===== src/rtl/hex_digit_sequencer.sv =====
// Hex digit sequencer: accepts a multi-nibble word over valid/ready and
// presents it one nibble at a time, most-significant first. Each digit is
// shown for DWELL cycles, with GAP blank cycles between digits.
module hex_digit_sequencer #(
  parameter int unsigned WIDTH       = 16,
  parameter int unsigned DWELL       = 4,
  parameter int unsigned GAP         = 2,
  parameter bit          SUPPRESS_LZ = 1'b1
) (
  input  logic             clk,
  input  logic             reset,
  input  logic             load_valid,
  input  logic [WIDTH-1:0] load_data,
  output logic             load_ready,
  input  logic             repeat_en,
  output logic [3:0]       nibble,
  output logic             blank,
  output logic             dp,
  output logic             busy
);

  localparam int unsigned NDig   = WIDTH / 4;
  localparam int unsigned MaxCnt = (DWELL > GAP) ? DWELL : GAP;
  localparam int unsigned CntW   = $clog2(MaxCnt + 1);
  localparam int unsigned IdxW   = (NDig > 1) ? $clog2(NDig) : 1;

  // Counters hold "cycles remaining minus one", so a phase ends when they hit 0.
  localparam logic [CntW-1:0] DwellLoad = CntW'(DWELL - 1);
  localparam logic [CntW-1:0] GapLoad   = CntW'((GAP > 0) ? GAP - 1 : 0);

  typedef enum logic [1:0] {StIdle, StShow, StGap} state_e;

  state_e            state_q, state_d;
  logic [IdxW-1:0]   idx_q, idx_d;
  logic [CntW-1:0]   cnt_q, cnt_d;
  logic [WIDTH-1:0]  word_q, word_d;
  logic [3:0]        nibble_d;
  logic              blank_d, dp_d, busy_d;
  logic [WIDTH-1:0]  sel_word;

  // Index of the first digit to show; with suppression, the highest nonzero
  // nibble (0 for an all-zero word so the LS digit is always shown).
  function automatic logic [IdxW-1:0] first_digit(input logic [WIDTH-1:0] w);
    logic [IdxW-1:0] f;
    f = IdxW'(NDig - 1);
    if (SUPPRESS_LZ) begin
      f = '0;
      for (int i = 0; i < int'(NDig); i++) begin
        if (w[i*4 +: 4] != 4'h0) f = IdxW'(i);
      end
    end
    return f;
  endfunction

  assign load_ready = (state_q == StIdle);

  // State, datapath and registered outputs.
  always_ff @(posedge clk) begin
    if (reset) begin
      state_q <= StIdle;
      idx_q   <= '0;
      cnt_q   <= '0;
      word_q  <= '0;
      nibble  <= 4'h0;
      blank   <= 1'b1;
      dp      <= 1'b0;
      busy    <= 1'b0;
    end else begin
      state_q <= state_d;
      idx_q   <= idx_d;
      cnt_q   <= cnt_d;
      word_q  <= word_d;
      nibble  <= nibble_d;
      blank   <= blank_d;
      dp      <= dp_d;
      busy    <= busy_d;
    end
  end

  // Next-state: dwell/gap countdown and digit stepping.
  always_comb begin
    state_d = state_q;
    idx_d   = idx_q;
    cnt_d   = cnt_q;
    word_d  = word_q;
    unique case (state_q)
      StIdle: begin
        if (load_valid) begin
          word_d  = load_data;
          idx_d   = first_digit(load_data);
          cnt_d   = DwellLoad;
          state_d = StShow;
        end
      end
      StShow: begin
        if (cnt_q != '0) begin
          cnt_d = cnt_q - 1'b1;
        end else if ((idx_q != '0) || repeat_en) begin
          if (GAP == 0) begin
            // No gap phase: step straight to the next (or first) digit.
            idx_d = (idx_q != '0) ? idx_q - 1'b1 : first_digit(word_q);
            cnt_d = DwellLoad;
          end else begin
            state_d = StGap;
            cnt_d   = GapLoad;
          end
        end else begin
          state_d = StIdle;
        end
      end
      StGap: begin
        if (cnt_q != '0) begin
          cnt_d = cnt_q - 1'b1;
        end else begin
          // Leaving a gap after the LS digit means a repeat restart.
          state_d = StShow;
          idx_d   = (idx_q != '0) ? idx_q - 1'b1 : first_digit(word_q);
          cnt_d   = DwellLoad;
        end
      end
      default: state_d = StIdle;
    endcase
  end

  // Output next-values derived from the next state; nibble holds outside SHOW.
  always_comb begin
    sel_word = word_d >> {idx_d, 2'b00};
    nibble_d = nibble;
    if (state_d == StShow) nibble_d = sel_word[3:0];
    blank_d = (state_d != StShow);
    dp_d    = (state_d == StShow) && (idx_d == '0);
    busy_d  = (state_d != StIdle);
  end

endmodule


===== config.mk =====
export PLATFORM = sky130hd
export DESIGN_NAME = hex_digit_sequencer
export DESIGN_NICKNAME = d
export VERILOG_FILES = /design/src/rtl/hex_digit_sequencer.sv
export SDC_FILE = /design/constraint.sdc
export NUM_CORES = 1
export LEC_CHECK = 0
export CAP_MARGIN = 25
export CORE_MARGIN = 10
export CORE_UTILIZATION = 34
export DETAILED_ROUTE_END_ITERATION = 6
export PLACE_DENSITY = 0.67
export SLEW_MARGIN = 20
export SYNTH_ARGS = -nofsm -noshare
export SYNTH_HDL_FRONTEND = slang
export SYNTH_SLANG_ARGS = --single-unit

===== constraint.sdc =====
create_clock -name clk -period 7.5 [get_ports clk]
set_clock_uncertainty 0.1 [all_clocks]
set_input_delay 2.25 -clock clk [delete_from_list [all_inputs] [get_ports clk]]
set_output_delay 2.25 -clock clk [all_outputs]
set_load 0.01 [all_outputs]

======== Word-level counts from Yosys, hierarchy flattened ========
Cells that the tools add are included.
operators by class
  equal/unequal tests ..................... 6
  reductions and logical operators ........ 15
  shifts and indexed selects .............. 1
  mux-type cells .......................... 22
  add/sub/neg operators ................... 2
operators by type and width
  cell                                                                    count
  16-bit 2-to-1 mux                                                       2
  4-bit nonzero test                                                      6
  2-bit 2-to-1 mux                                                        11
  16-bit by 4-bit right shift with 4-bit output                           1
  3-bit 2-to-1 mux                                                        4
  3-bit case mux with 3 select lines                                      1
  2-bit case mux with 3 select lines                                      1
  3-bit nonzero test                                                      2
  2-bit by 1-bit equality test with 1-bit output (second input constant)  2
  2-bit zero test                                                         2
  2-bit case mux with 2 select lines                                      1
  2-bit nonzero test                                                      2
  3-bit != test (second input constant)                                   1
  3-bit AND reduction                                                     1
  3-bit by 1-bit subtractor with 3-bit output (second input constant)     1
  2-bit equality test (second input constant)                             1
  1-bit 2-to-1 mux                                                        2
  2-bit by 1-bit != test with 1-bit output (second input constant)        1
  2-bit != test (second input constant)                                   1
  2-bit by 1-bit subtractor with 2-bit output (second input constant)     1
  1-bit logical AND                                                       1
  1-bit logical OR                                                        1
word-level totals
  bits of input ports ..................... 20
  output and inout port bits .............. 8
  register bits ........................... 30

======== Logic depth before layout (Yosys ltp) ========
Gate-level depths: netlist (run 1).
  depth after elaboration ................. 9
  depth in mapped cells ................... 10
  depth with buffers taken out ............ 8

======== Least setup slack after synthesis (run 1) ========
OpenSTA, ideal clock, no wires.
  kind .................................... input port to flip-flop
  start point ............................. input port load_data[11]
  end point ............................... register nibble[2]
  data arrival time ....................... 3.854 ns
  path slack .............................. 3.458 ns
  required time ........................... 7.312 ns
  stages on the path ...................... 7
  library setup time ...................... 0.088 ns
  cell sequence ........................... or4_4 > nor3b_2 > a21oi_1 > or2_1 > buf_6 > a211o_1 > a311oi_2
between the ends
  word-level cells in the longest chain between the ends .. 6
ends and longest elaborated chain
  element                                        line  text
  start: declaration                             13    input logic [WIDTH-1:0] load_data,
  4-bit nonzero test                             49    if (w[i*4 +: 4] != 4'h0) f = IdxW'(i);
  2-bit 2-to-1 mux (2 in series)                 49
  2-bit 2-to-1 mux                               88    if (load_valid) begin
  2-bit case mux with 2 select lines             86    unique case (state_q)
  16-bit by 4-bit right shift with 4-bit output  127   sel_word = word_d >> {idx_d, 2'b00};
  end signal: assignment                         73    nibble <= nibble_d;
  end: declaration                               16    output logic [3:0] nibble,
Every way passes these cells.
A chain may end at the register's enable or synchronous reset.

======== Worst setup path after layout (run 1) ========
Same ends and word-level chain as after synthesis.

==> results.py, run 1 <==
metrics = {
    "setup_path": {
        "required_ns": 7.59,
        "worst_ep_arrival_time_ns": 4.65,
        "startpoint": "load_data[11]",
        "end_kind": "register",
        "crit_path_start_kind": "input pin",
        "r2r_end": "nibble[0]",
        "r2r_start": "state_q[0]",
        "critPathKind": "input pin to register",
        "endpoint": "nibble[2]",
        "rrSetupSlack_ns": 4.85,
        "worst_r2r_path_depth": 8,
        "path_max_fanout": 11,
    },
    "sta": {
        "max_slew.worst_pin.slew_ns": 0.832,
        "setup_viol": 0,
        "rsz0062_at_grt": "false",
        "final.setup.tns_ns": 0,
        "period_share": 0.608,
        "fmax_mhz": 219,
        "hold_viol_final": 0,
        "timing.final.crit_period_ns": 4.56,
        "maxSlewHeadroom": 0.443,
        "maxSlewViolCount": 0,
    },
    "clock_tree": {
        "clk_pin_slew_ns": 0.07,
        "clk_latency_ns": 0.28,
        "clockRootBuffer": "clkbuf_8",
        "post-cts-setup-buffers": 0,
        "cts_resized": 0,
        "cts.sink_count": 30,
        "cts_buffers": 5,
        "tritoncts": "yes",
        "cts_hold_buf": 0,
        "clockBufferDepth": 2,
        "htreeDepth": 2,
    },
    "synthesis": {
        "synthArstFlopShare": 0,
        "synth_nets": 180,
        "yosysWarnings": 0,
        "synth.most_common_cell": "dfxtp_1",
        "synth_top_flop_cell": "dfxtp_1",
        "synth_edf_count": 0,
        "yosys.area.top_type": "dfxtp_1",
        "syn_inst": 156,
        "synth_area_leaders": "dfxtp_1 (40%), mux2i_1 (9.3%), nor2_1 (5.8%), ha_1 (3.3%), o21a_1 (3.0%)",
        "synth.top_cells.by_count": "dfxtp_1 (30), nor2_1 (23), mux2i_1 (14)",
        "yosysTopAreaCellShare": 0.400,
        "ys_seq_area_frac": 0.400,
        "synth_area_mm2": 0.00150,
        "synth-seq-cells": 30,
        "synth_area_per_cell_um2": 9.62,
        "ys_types": 43,
    },
    "hold_path": {
        "hold_path.class": "register to register",
    },
    "power_and_ir_drop": {
        "ir_drop_v": 0.000180,
        "power_density_mw_per_mm2": 383,
        "leakagePower_nw": 0.763,
        "fin_total_pwr_mw": 0.722,
    },
    "floorplan": {
        "ios": 28,
        "start_util": 0.347,
        "fp.dieArea_mm2": 0.00747,
        "coreArea_mm2": 0.00432,
        "fp-row-count": 24,
        "die_w_um": 86.5,
        "die_h_um": 86.5,
    },
    "layout": {
        "drive_gt1_frac": 0.104,
        "n_antenna_cell": 0,
        "seq_area_um2": 601,
        "multi_input_area_um2": 841,
        "nFillCells": 441,
        "finalNetCount": 206,
        "area_growth_pct": 25.7,
    },
    "drt": {
        "ant_nets": 0,
        "via_per_inst": 5.36,
        "wl_per_cell_um": 15.1,
        "drt_pass1_iterations": 4,
        "drt-total-wl_um": 3550,
        "drc_errors": 0,
        "drt_iter0_markers": 87,
        "vias": 1259,
    },
    "global_route": {
        "grt_max_degree": 22,
        "grt_antenna_before_repair": 0,
        "grt_pass1_vias": 1282,
        "grt_pass1_wl_um": 6400,
        "grt_usage": 0.105,
        "grt_overflow": 0,
    },
    "place": {
        "gp_congestion": 0.820,
        "numPortBuffers": 27,
        "hpwl_um": 2730,
    },
    "job": {
        "drv_cap": 0,
    },
    "run_status": {
        "status": "completed",
    },
}
==> metal layers <==
layer	part of all wire	global-route usage	vias up
met4	0.012	0.0309	0
li1	-	-	638
met1	0.46	0.131	581
met5	0	0	-
met3	0.067	0.0413	7
met2	0.46	0.162	33
==> worst max-delay path, stage by stage <==
cell,delay (ns)
clkdlybuf4s50_1,0.42
or4_4,0.55
o211a_1,0.24
o32ai_2,0.37
nor2_1,0.25
a211o_1,0.30
a311oi_2,0.26
==> worst min-delay path by stage <==
| stage | cells past startpoint | startpoint | to |
|---|---|---|---|
| 2_1_floorplan | 2 | word_q[0] | word_q[0] |
| 3_3_place_gp | 2 | word_q[3] | word_q[3] |
| 3_5_place_dp | 2 | word_q[3] | word_q[3] |
| 4_1_cts | 2 | word_q[0] | word_q[0] |
| 5_1_grt | 1 | cnt_q[2] | cnt_q[2] |
| 6_report | 2 | word_q[3] | word_q[3] |
==> cells by family (layout without fill, tap and decap cells) <==
logic type                 count (synthesis)  after routing  share of synthesized area
muxes                                     16             16                      0.108
AOI/OAI and AO/OA                         40             40                      0.223
and+or+nand+nor                           54             54                      0.195
DFF                                       30             30                      0.400
buffers and inverters                     12             39                     0.0400
adders and majority gates                  4              4                     0.0333
==> layout make-up <==
cell class,instances,share of cell area
clock inverter,2,0.00663
inverter,4,0.00796
sequential,30,0.318
tap,52,0.0345
multi-input combinational,114,0.446
clock buffer,6,0.0438
timing repair buffer,27,0.143
==> power by group <==
group	internal [mW]	leakage [nW]	switching, mW
clock network	0.0736	0.0472	0.0612
registers	0.201	0.247	0.0271
logic	0.165	0.468	0.195
==> state kept, by name (all words and copies together) (netlist names) <==
signal / cells
blank: 1
busy: 1
cnt_q: 3
dp: 1
idx_q: 2
nibble: 4
state_q: 2
word_q: 16
==> cell usage in the layout (no fill, tap or decap), types with 3 or more instances in the layout <==
cell	n
a21oi_1	3
clkdlybuf4s50_1	27
nand2_1	4
nor2_1	23
nor3b_1	3
o21a_1	6
a211oi_1	5
ha_1	4
inv_1	4
o21ai_0	3
clkbuf_8	6
nor3_1	4
nor4_1	5
o211a_1	3
mux2i_1	14
o31ai_1	4
dfxtp_1	30
o211ai_1	3
==> through the flow <==
| step | hold slack (ns) | instances | cell area, um^2 | utilization | setup slack, ns |
|---|---|---|---|---|---|
| final | 0.387 | 235 | 1890 | 0.436 | 2.94 |
| after global routing | 0.425 | 235 | 1890 | 0.436 | 2.77 |
| after CTS | 0.397 | 235 | 1890 | 0.436 | 2.96 |
| after detailed placement | 0.381 | 227 | 1790 | 0.414 | 2.66 |
| after global placement | 0.377 | 227 | 1790 | 0.414 | 2.74 |
| after floorplan | 0.353 | 156 | 1500 | - | 3.46 |
Note: power is estimated with default switching activity, not from simulation.
==> run 2, diff against run 1 <==
==> constraint.sdc (replaced) <==
create_clock -name clk -period 4.5 [get_ports clk]
set_clock_uncertainty 0.1 [all_clocks]
set_input_delay 1.35 -clock clk [delete_from_list [all_inputs] [get_ports clk]]
set_output_delay 1.35 -clock clk [all_outputs]
set_load 0.01 [all_outputs]
==> run 2 against run 1 <==
- first-iteration DRC count rose by 23%
- die area is the same
- core utilization increased by 0.35 points
- sequential cell count stayed put
- worst setup slack worse by 2.1 ns
- total power grew 72%
- hold slack better by 0.0072 ns
- final cell count unchanged
- wire length is 3.7% higher
- sequential power increased by 68%
- via count increased by 3.0%
- clock-buffer cell count is 2 higher
==> results.py, run 2 (synthesis gave the netlist of run 1 again) <==
metrics = {
    "run_status": {
        "status": "completed",
    },
    "drt": {
        "drt_pass1_iterations": 4,
        "vias": 1297,
        "wl_met3_um": 230,
        "wl_per_cell_um": 15.7,
        "highest_layer": "met4",
        "wl_met1_um": 1710,
        "drt_iter0_markers": 107,
        "via_per_inst": 5.52,
        "drt-total-wl_um": 3690,
        "drc_errors": 0,
        "dr_wl_met2_um": 1670,
        "ant_nets": 0,
    },
    "global_route": {
        "grt_pass1_vias": 1302,
        "grt_antenna_before_repair": 0,
        "grt_usage": 0.105,
        "grt_pass1_wl_um": 6340,
        "grt_overflow": 0,
        "grt_max_degree": 22,
    },
    "sta": {
        "max_slew.worst_pin.slew_ns": 0.785,
        "fmax_mhz": 274,
        "maxSlewHeadroom": 0.475,
        "timing.final.crit_period_ns": 3.65,
        "hold_viol_final": 0,
        "final.setup.tns_ns": 0,
        "hold_ws_ns": 0.394,
        "setup_viol": 0,
        "period_share": 0.811,
        "rsz0062_at_grt": "false",
        "maxSlewViolCount": 0,
    },
    "layout": {
        "multi_input_area_um2": 841,
        "area_growth_pct": 26.7,
        "n_antenna_cell": 0,
        "reg.largest.list": "word_q: 16 flops, nibble: 4 flops, cnt_q: 3 flops",
        "final_common_cell": "dfxtp_1",
        "utilization": 0.440,
        "drive_gt1_frac": 0.104,
        "seq_area_um2": 601,
        "largest_register": "word_q",
        "largest_reg_flops": 16,
        "nFillCells": 446,
        "final_cell_mix": "dfxtp_1 (30), clkdlybuf4s50_1 (27), nor2_1 (23)",
        "finalNetCount": 206,
    },
    "power_and_ir_drop": {
        "clockPowerShare": 0.205,
        "seqPwrFrac": 0.308,
        "power_density_mw_per_mm2": 653,
        "p_switching_mw": 0.479,
        "combinationalPowerShare": 0.488,
        "ir_drop_v": 0.000347,
        "power.internal_mw": 0.764,
        "leakagePower_nw": 0.773,
        "swShare": 0.385,
    },
    "setup_path": {
        "critPathKind": "input pin to register",
        "startpoint": "load_data[11]",
        "required_ns": 4.59,
        "r2r_start": "state_q[0]",
        "end_kind": "register",
        "crit_path_start_kind": "input pin",
        "path_max_fanout": 11,
        "rrSetupSlack_ns": 1.78,
        "worst_ep_arrival_time_ns": 3.74,
    },
    "job": {
        "drv_cap": 0,
    },
    "clock_tree": {
        "cts_hold_buf": 0,
        "clockRootBuffer": "clkbuf_8",
        "clk_latency_ns": 0.28,
        "cts_buffers": 5,
        "post-cts-setup-buffers": 0,
        "cts.sink_count": 30,
        "clk_pin_slew_ns": 0.06,
        "htreeDepth": 2,
        "cts_resized": 0,
        "clockBufferDepth": 2,
        "tritoncts": "yes",
    },
    "floorplan": {
        "fp-row-count": 24,
        "start_util": 0.347,
        "fp.dieArea_mm2": 0.00747,
        "die_h_um": 86.5,
        "die_w_um": 86.5,
        "coreArea_mm2": 0.00432,
        "ios": 28,
    },
    "hold_path": {
        "hold_start": "word_q[0]",
        "hold_path.class": "register to register",
    },
    "place": {
        "numPortBuffers": 27,
        "gp_congestion": 0.791,
        "hpwl_um": 2790,
    },
}
==> run 2: path summary, 6_finish.rpt <==
kind                     to  cells after the start
hold / removal    word_q[0]                      2
setup / recovery  nibble[2]                      7
hold reg to reg   word_q[0]                      2
setup reg to reg  nibble[0]                      8
==> run 2: critical path: stages <==
cell             delay, ns
clkdlybuf4s50_1       0.41
or4_4                 0.55
o211a_1               0.25
o32ai_2               0.37
nor2_1                0.25
a211o_1               0.30
a311oi_2              0.25
==> run 2: power groups by stage <==
stage	clock network (mW)	registers [mW]	logic (mW)
2_1_floorplan	0	0.385	0.460
3_3_place_gp	0	0.384	0.600
3_5_place_dp	0	0.385	0.605
4_1_cts	0.261	0.381	0.607
5_1_grt	0.274	0.390	0.672
6_report	0.255	0.382	0.606
==> run 2: metal layers <==
| layer | vias to the layer above | global-route usage |
|---|---|---|
| met5 | - | 0 |
| met3 | 10 | 0.0450 |
| met1 | 616 | 0.132 |
| li1 | 636 | - |
| met4 | 0 | 0.0412 |
| met2 | 35 | 0.153 |
==> run 2: cell type report <==
type / count / share of cell area
multi-input cells: 114 / 0.442
flip-flops and latches: 30 / 0.316
repair buffers: 27 / 0.142
clock buffers: 8 / 0.0579
well taps: 52 / 0.0342
inverters: 4 / 0.00789
==> run 2: through the flow <==
step	instances	power, mW	cell area, um^2	worst slack, ns
4_1_cts	235	1.25	1900	0.871
3_5_place_dp	227	0.990	1790	0.583
6_report	235	1.24	1900	0.851
5_1_grt	235	1.34	1900	0.739
3_3_place_gp	227	0.984	1790	0.637
2_1_floorplan	156	0.844	1500	1.36
==> run 3, diff against run 2 <==
--- a/config.mk
+++ b/config.mk
@@ -9,7 +9,7 @@
 export CORE_MARGIN = 10
 export CORE_UTILIZATION = 34
 export DETAILED_ROUTE_END_ITERATION = 6
-export PLACE_DENSITY = 0.67
+export PLACE_DENSITY = 0.69
 export SLEW_MARGIN = 20
 export SYNTH_ARGS = -nofsm -noshare
 export SYNTH_HDL_FRONTEND = slang
==> constraint.sdc (replaced) <==
create_clock -name clk -period 3.35 [get_ports clk]
set_clock_uncertainty 0.1 [all_clocks]
set_input_delay 1.005 -clock clk [delete_from_list [all_inputs] [get_ports clk]]
set_output_delay 1.005 -clock clk [all_outputs]
set_load 0.01 [all_outputs]
==> run 3 against run 2 <==
- combinational power rose by 42%
- via count shrank 1.4%
- clock-buffer cell count down 2
- sequential share of layout area down 0.89 points
- global-route usage is 0.49 points lower
- worst setup slack got worse by 0.51 ns
- hold slack better by 0.0022 ns
- die area unchanged
- wire length fell by 2.4%
- critical path depth unchanged
- highest routed layer unchanged
==> results.py, run 3 (synthesis gave the netlist of run 1 again) <==
metrics = {
    "floorplan": {
        "ios": 28,
        "coreArea_mm2": 0.00432,
        "die_w_um": 86.5,
        "fp.dieArea_mm2": 0.00747,
        "die_h_um": 86.5,
        "fp-row-count": 24,
        "start_util": 0.347,
    },
    "drt": {
        "ant_nets": 0,
        "drt-total-wl_um": 3600,
        "drc_errors": 0,
        "wl_per_cell_um": 14.9,
        "drt_iter0_markers": 87,
        "vias": 1279,
        "drt_pass1_iterations": 4,
        "via_per_inst": 5.31,
    },
    "power_and_ir_drop": {
        "leakagePower_nw": 0.807,
        "seqPwrFrac": 0.294,
        "power_density_mw_per_mm2": 889,
        "swShare": 0.368,
        "power.internal_mw": 1.10,
        "clockPowerShare": 0.211,
        "ir_drop_v": 0.000325,
        "p_switching_mw": 0.640,
        "combinationalPowerShare": 0.495,
    },
    "global_route": {
        "grt_usage": 0.0998,
        "grt_pass1_wl_um": 6120,
        "grt_antenna_before_repair": 0,
        "grt_pass1_vias": 1321,
        "grt_max_degree": 22,
        "grt_overflow": 0,
    },
    "sta": {
        "period_share": 0.897,
        "final.setup.tns_ns": 0,
        "hold_viol_final": 0,
        "maxSlewHeadroom": 0.617,
        "fmax_mhz": 333,
        "rsz0062_at_grt": "false",
        "maxSlewViolCount": 0,
        "timing.final.crit_period_ns": 3.01,
        "setup_viol": 0,
        "max_slew.worst_pin.slew_ns": 0.571,
    },
    "setup_path": {
        "worst_ep_arrival_time_ns": 3.10,
        "cp_slowest_cell": "or4_4",
        "required_ns": 3.44,
        "cp_cell_sequence": "clkdlybuf4s50_1 -> or4_4 -> nor3b_2 -> a21oi_1 -> or2_1 -> a211o_1 -> a311oi_2",
        "end_kind": "register",
        "crit_path_start_kind": "input pin",
        "critPathTopFamily": "simple AND/OR/NAND/NOR gates",
        "path_max_fanout": 6,
        "critPathMaxStageDelay_ns": 0.55,
        "critPathKind": "input pin to register",
        "crit_buf_inv": 1,
    },
    "layout": {
        "final_common_cell": "dfxtp_1",
        "utilization": 0.453,
        "n_antenna_cell": 0,
        "largest_reg_flops": 16,
        "largest_register": "word_q",
        "drive_gt1_frac": 0.132,
        "finalNetCount": 213,
        "final_cell_mix": "dfxtp_1 (30), clkdlybuf4s50_1 (27), nor2_1 (23)",
        "area_growth_pct": 30.3,
        "reg.largest.list": "word_q: 16 flops, nibble: 4 flops, cnt_q: 3 flops",
    },
    "clock_tree": {
        "cts_buffers": 5,
        "cts_hold_buf": 0,
        "cts.sink_count": 30,
        "post-cts-setup-buffers": 0,
        "tritoncts": "yes",
        "clk_latency_ns": 0.28,
        "htreeDepth": 2,
        "clk_pin_slew_ns": 0.07,
        "cts_resized": 0,
        "clockBufferDepth": 2,
        "clockRootBuffer": "clkbuf_8",
    },
    "job": {
        "drv_cap": 0,
    },
    "run_status": {
        "status": "completed",
    },
    "place": {
        "numPortBuffers": 27,
        "hpwl_um": 2750,
        "gp_congestion": 0.829,
    },
    "hold_path": {
        "hold_path.class": "register to register",
    },
}
run 3: layout make-up:
class / instances / area (um^2)
clock buffer: 6 / 82.6
clock inverter: 1 / 30.0
fill: 434 / 2370
inverter: 4 / 15.0
multi-input combinational: 114 / 841
sequential: 30 / 601
tap: 52 / 65.1
timing repair buffer: 34 / 323
run 3: through the flow:
stage / instance area [um^2] / setup WS [ns] / instances / power [mW] / hold slack (ns)
finish: 1960 / 0.344 / 241 / 1.74 / 0.396
global route: 1960 / 0.251 / 241 / 1.87 / 0.452
CTS: 1960 / 0.355 / 241 / 1.75 / 0.411
detailed placement: 1840 / 0.0520 / 234 / 1.37 / 0.395
global placement: 1840 / 0.0944 / 234 / 1.37 / 0.374
floorplan: 1500 / 0.553 / 156 / 1.13 / 0.353
run 3: worst paths after layout:
kind / start / end / slack [ns] / depth (start not counted)
setup / recovery: load_data[11] / nibble[2] / 0.34 / 7
hold / removal: word_q[1] / word_q[1] / 0.40 / 2
setup reg to reg: state_q[0] / nibble[1] / 0.95 / 8
hold reg to reg: word_q[1] / word_q[1] / 0.40 / 2
run 3: worst min-delay path, cell delays in order (launching register included):
cell	delay [ns]
dfxtp_1	0.31
mux2i_1	0.07
nor2_1	0.08
run 3: metal layers:
layer	share of wire	track usage	up-vias
met5	0	0	-
met4	0.0072	0.0309	0
met3	0.069	0.0394	5
met2	0.45	0.158	31
met1	0.47	0.121	590
li1	-	-	653
run 3: power groups by stage:
stage               clock, mW  combinational (mW)  sequential, mW
finish                  0.367               0.861           0.511
global route            0.390               0.957           0.523
CTS                     0.378               0.861           0.510
detailed placement          0               0.854           0.515
global placement            0               0.856           0.516
floorplan                   0               0.618           0.517
==> RTL change, RTL diff (settings of run 3) <==
Encoding of `state_e`: now one-hot (3 bits for 3 states).
--- a/src/rtl/hex_digit_sequencer.sv
+++ b/src/rtl/hex_digit_sequencer.sv
@@ -28,7 +28,7 @@
   localparam logic [CntW-1:0] DwellLoad = CntW'(DWELL - 1);
   localparam logic [CntW-1:0] GapLoad   = CntW'((GAP > 0) ? GAP - 1 : 0);
 
-  typedef enum logic [1:0] {StIdle, StShow, StGap} state_e;
+  typedef enum logic [2:0] {StIdle = 3'b001, StShow = 3'b010, StGap = 3'b100} state_e;
 
   state_e            state_q, state_d;
   logic [IdxW-1:0]   idx_q, idx_d;
Function: same outputs for any inputs over 10 cycles, from zero or initial values and one cycle with reset high; not proved beyond that.
==> RTL change against run 3 <==
Sequential share of layout area decreased by 0.79 points; synthesized area increased by 7.8%; critical path depth increased by 1; global-route usage increased by 0.99 points; sequential cell count increased by 1; routed wire length increased by 12%; largest cell class unchanged; cell area increased by 6.1%; setup slack got worse by 0.14 ns.
Power is not compared: it rests on default switching activity, and its combinational part moved more than twofold at a synthesized area within 25%.
==> RTL change: results (changes against run 3) <==
stage,metric,value,unit,change
sta,worst_pin_slew,0.588,ns,was 0.571 ns
logic_synthesis,synthTopCellsByArea,"dfxtp_1, mux2i_1, nor2_1, a21oi_1, nand2_1",,"was dfxtp_1, mux2i_1, nor2_1, ha_1, o21a_1"
final_layout,final_nets,247,,was 213
grt,grt_pass1_vias,1426,,was 1321
logic_synthesis,synth.distinct_cells,39,,was 43
route,drtIter0Drc,57,,was 87
final_layout,layout-drive-gt1-share,11.9,%,was 13.2%
grt,antenna_found_initial,0,,unchanged
grt,met2_usage,16.8,%,was 15.8%
logic_synthesis,synth_common_cells,"dfxtp_1, nor2_1, a21oi_1, nand2_1, mux2i_1",,"was dfxtp_1, nor2_1, mux2i_1"
final_layout,nFillCells,469,,was 434
job,cap_viol_max_count,0,,unchanged
grt,grt_max_degree,21,,was 22
route,wl_per_cell,14.4,um,was 14.9 um
place,dp_hpwl,3120,um,was 2750 um
grt,grt_pass1_wl,6790,um,was 6120 um
cts,path_clk_slew,0.07,ns,about the same
logic_synthesis,synth_nets,216,,was 180
critical_path,cp_max_fo,10,,was 6
place,place_congestion,0.853,,was 0.829
cts,root_buffer,clkbuf_8,,unchanged
cts,cts_buffers,5,,unchanged
critical_path,cp_top_family,compound AO/OA/AOI/OAI gates,,was simple AND/OR/NAND/NOR gates
route,vias_per_cell,5.33,,was 5.31
final_layout,top_regs,"word_q x16, nibble x4",,"was word_q x16, nibble x4, cnt_q x3"
grt,grtUsageMet1,13.5,%,was 12.1%
min_path,worstHoldPathType,reg2reg,,unchanged
logic_synthesis,ys_seq_area_share,38.3,%,was 40.0%
logic_synthesis,async_flop_share,0,%,unchanged
grt,gr-usage-all-layers,11.0,%,was 9.98%
grt,use_met3,4.47,%,was 3.94%
final_layout,antenna_cells,0,,unchanged
run_status,status,"complete, no violations",,unchanged
place,post-place-ws,-0.0615,ns,was 0.0520 ns
-- RTL change: cell types whose count changed after synthesis, moves of 4 or more --
cell	change
nand2_1	+16
ha_1	-4
nor2_1	+7
nor2b_1	+6
a21oi_1	+17
o21a_1	-4
o31ai_1	-4
o32ai_1	+4
-- RTL change: layout make-up --
type / count / area (sq um) / area share [%]
Multi-Input combinational cell: 148 / 918 / 44.2
Sequential cell: 31 / 621 / 29.9
Timing Repair Buffer: 36 / 363 / 17.5
Clock buffer: 6 / 82.6 / 3.98
Tap cell: 54 / 67.6 / 3.25
Inverter: 5 / 18.8 / 0.904
Clock inverter: 1 / 5.00 / 0.241
-- RTL change: metal layers --
metal | vias up | share of wire (%)
li1 | 752 | -
met2 | 53 | 46
met3 | 6 | 7.3
met4 | 0 | 1.3
met1 | 687 | 46
met5 | - | 0
-- RTL change: through the flow --
stage / area, sq um / setup TNS [ns] / instances
after floorplan: 1620 / 0 / 196
after global placement: 1990 / -0.0543 / 274
after detailed placement: 1990 / -0.224 / 274
after CTS: 2080 / 0 / 281
after global routing: 2080 / 0 / 281
final: 2080 / 0 / 281
-- RTL change: tightest hold or removal path, delay by kind of cell, from the launching register on --
family	cells	cell delay, ns
AO/OA/AOI/OAI	1	0.05
flip-flops	1	0.31
AND/OR/NAND/NOR	1	0.05
-- RTL change: cells by family (layout without fill, tap and decap cells) --
family                    after synthesis  after routing  synth area share (%)
buffers and inverters                  17             48                  4.95
xor gates and xnor gates                1              1                 0.541
muxes                                  20             20                  12.7
AOI/OAI and AO/OA                      46             46                  19.2
and+or+nand+nor                        81             81                  24.3
DFF                                    31             31                  38.3
-- RTL change: path summary, 6_finish.rpt --
check | slack (ns) | start | end | depth (start not counted)
worst max-delay path | 0.21 | load_data[11] | nibble[0] | 8
worst min-delay path | 0.36 | word_q[0] | word_q[0] | 2
worst max register to register | 0.93 | state_q[2] | nibble[2] | 5
worst min register to register | 0.36 | word_q[0] | word_q[0] | 2
-- RTL change: power by group through the flow --
stage / combinational, mW / sequential, mW / clock, mW
6_report: 0.266 / 0.420 / 0.301
3_3_place_gp: 0.264 / 0.428 / 0
5_1_grt: 0.294 / 0.425 / 0.327
2_1_floorplan: 0.171 / 0.423 / 0
4_1_cts: 0.269 / 0.420 / 0.305
3_5_place_dp: 0.267 / 0.428 / 0
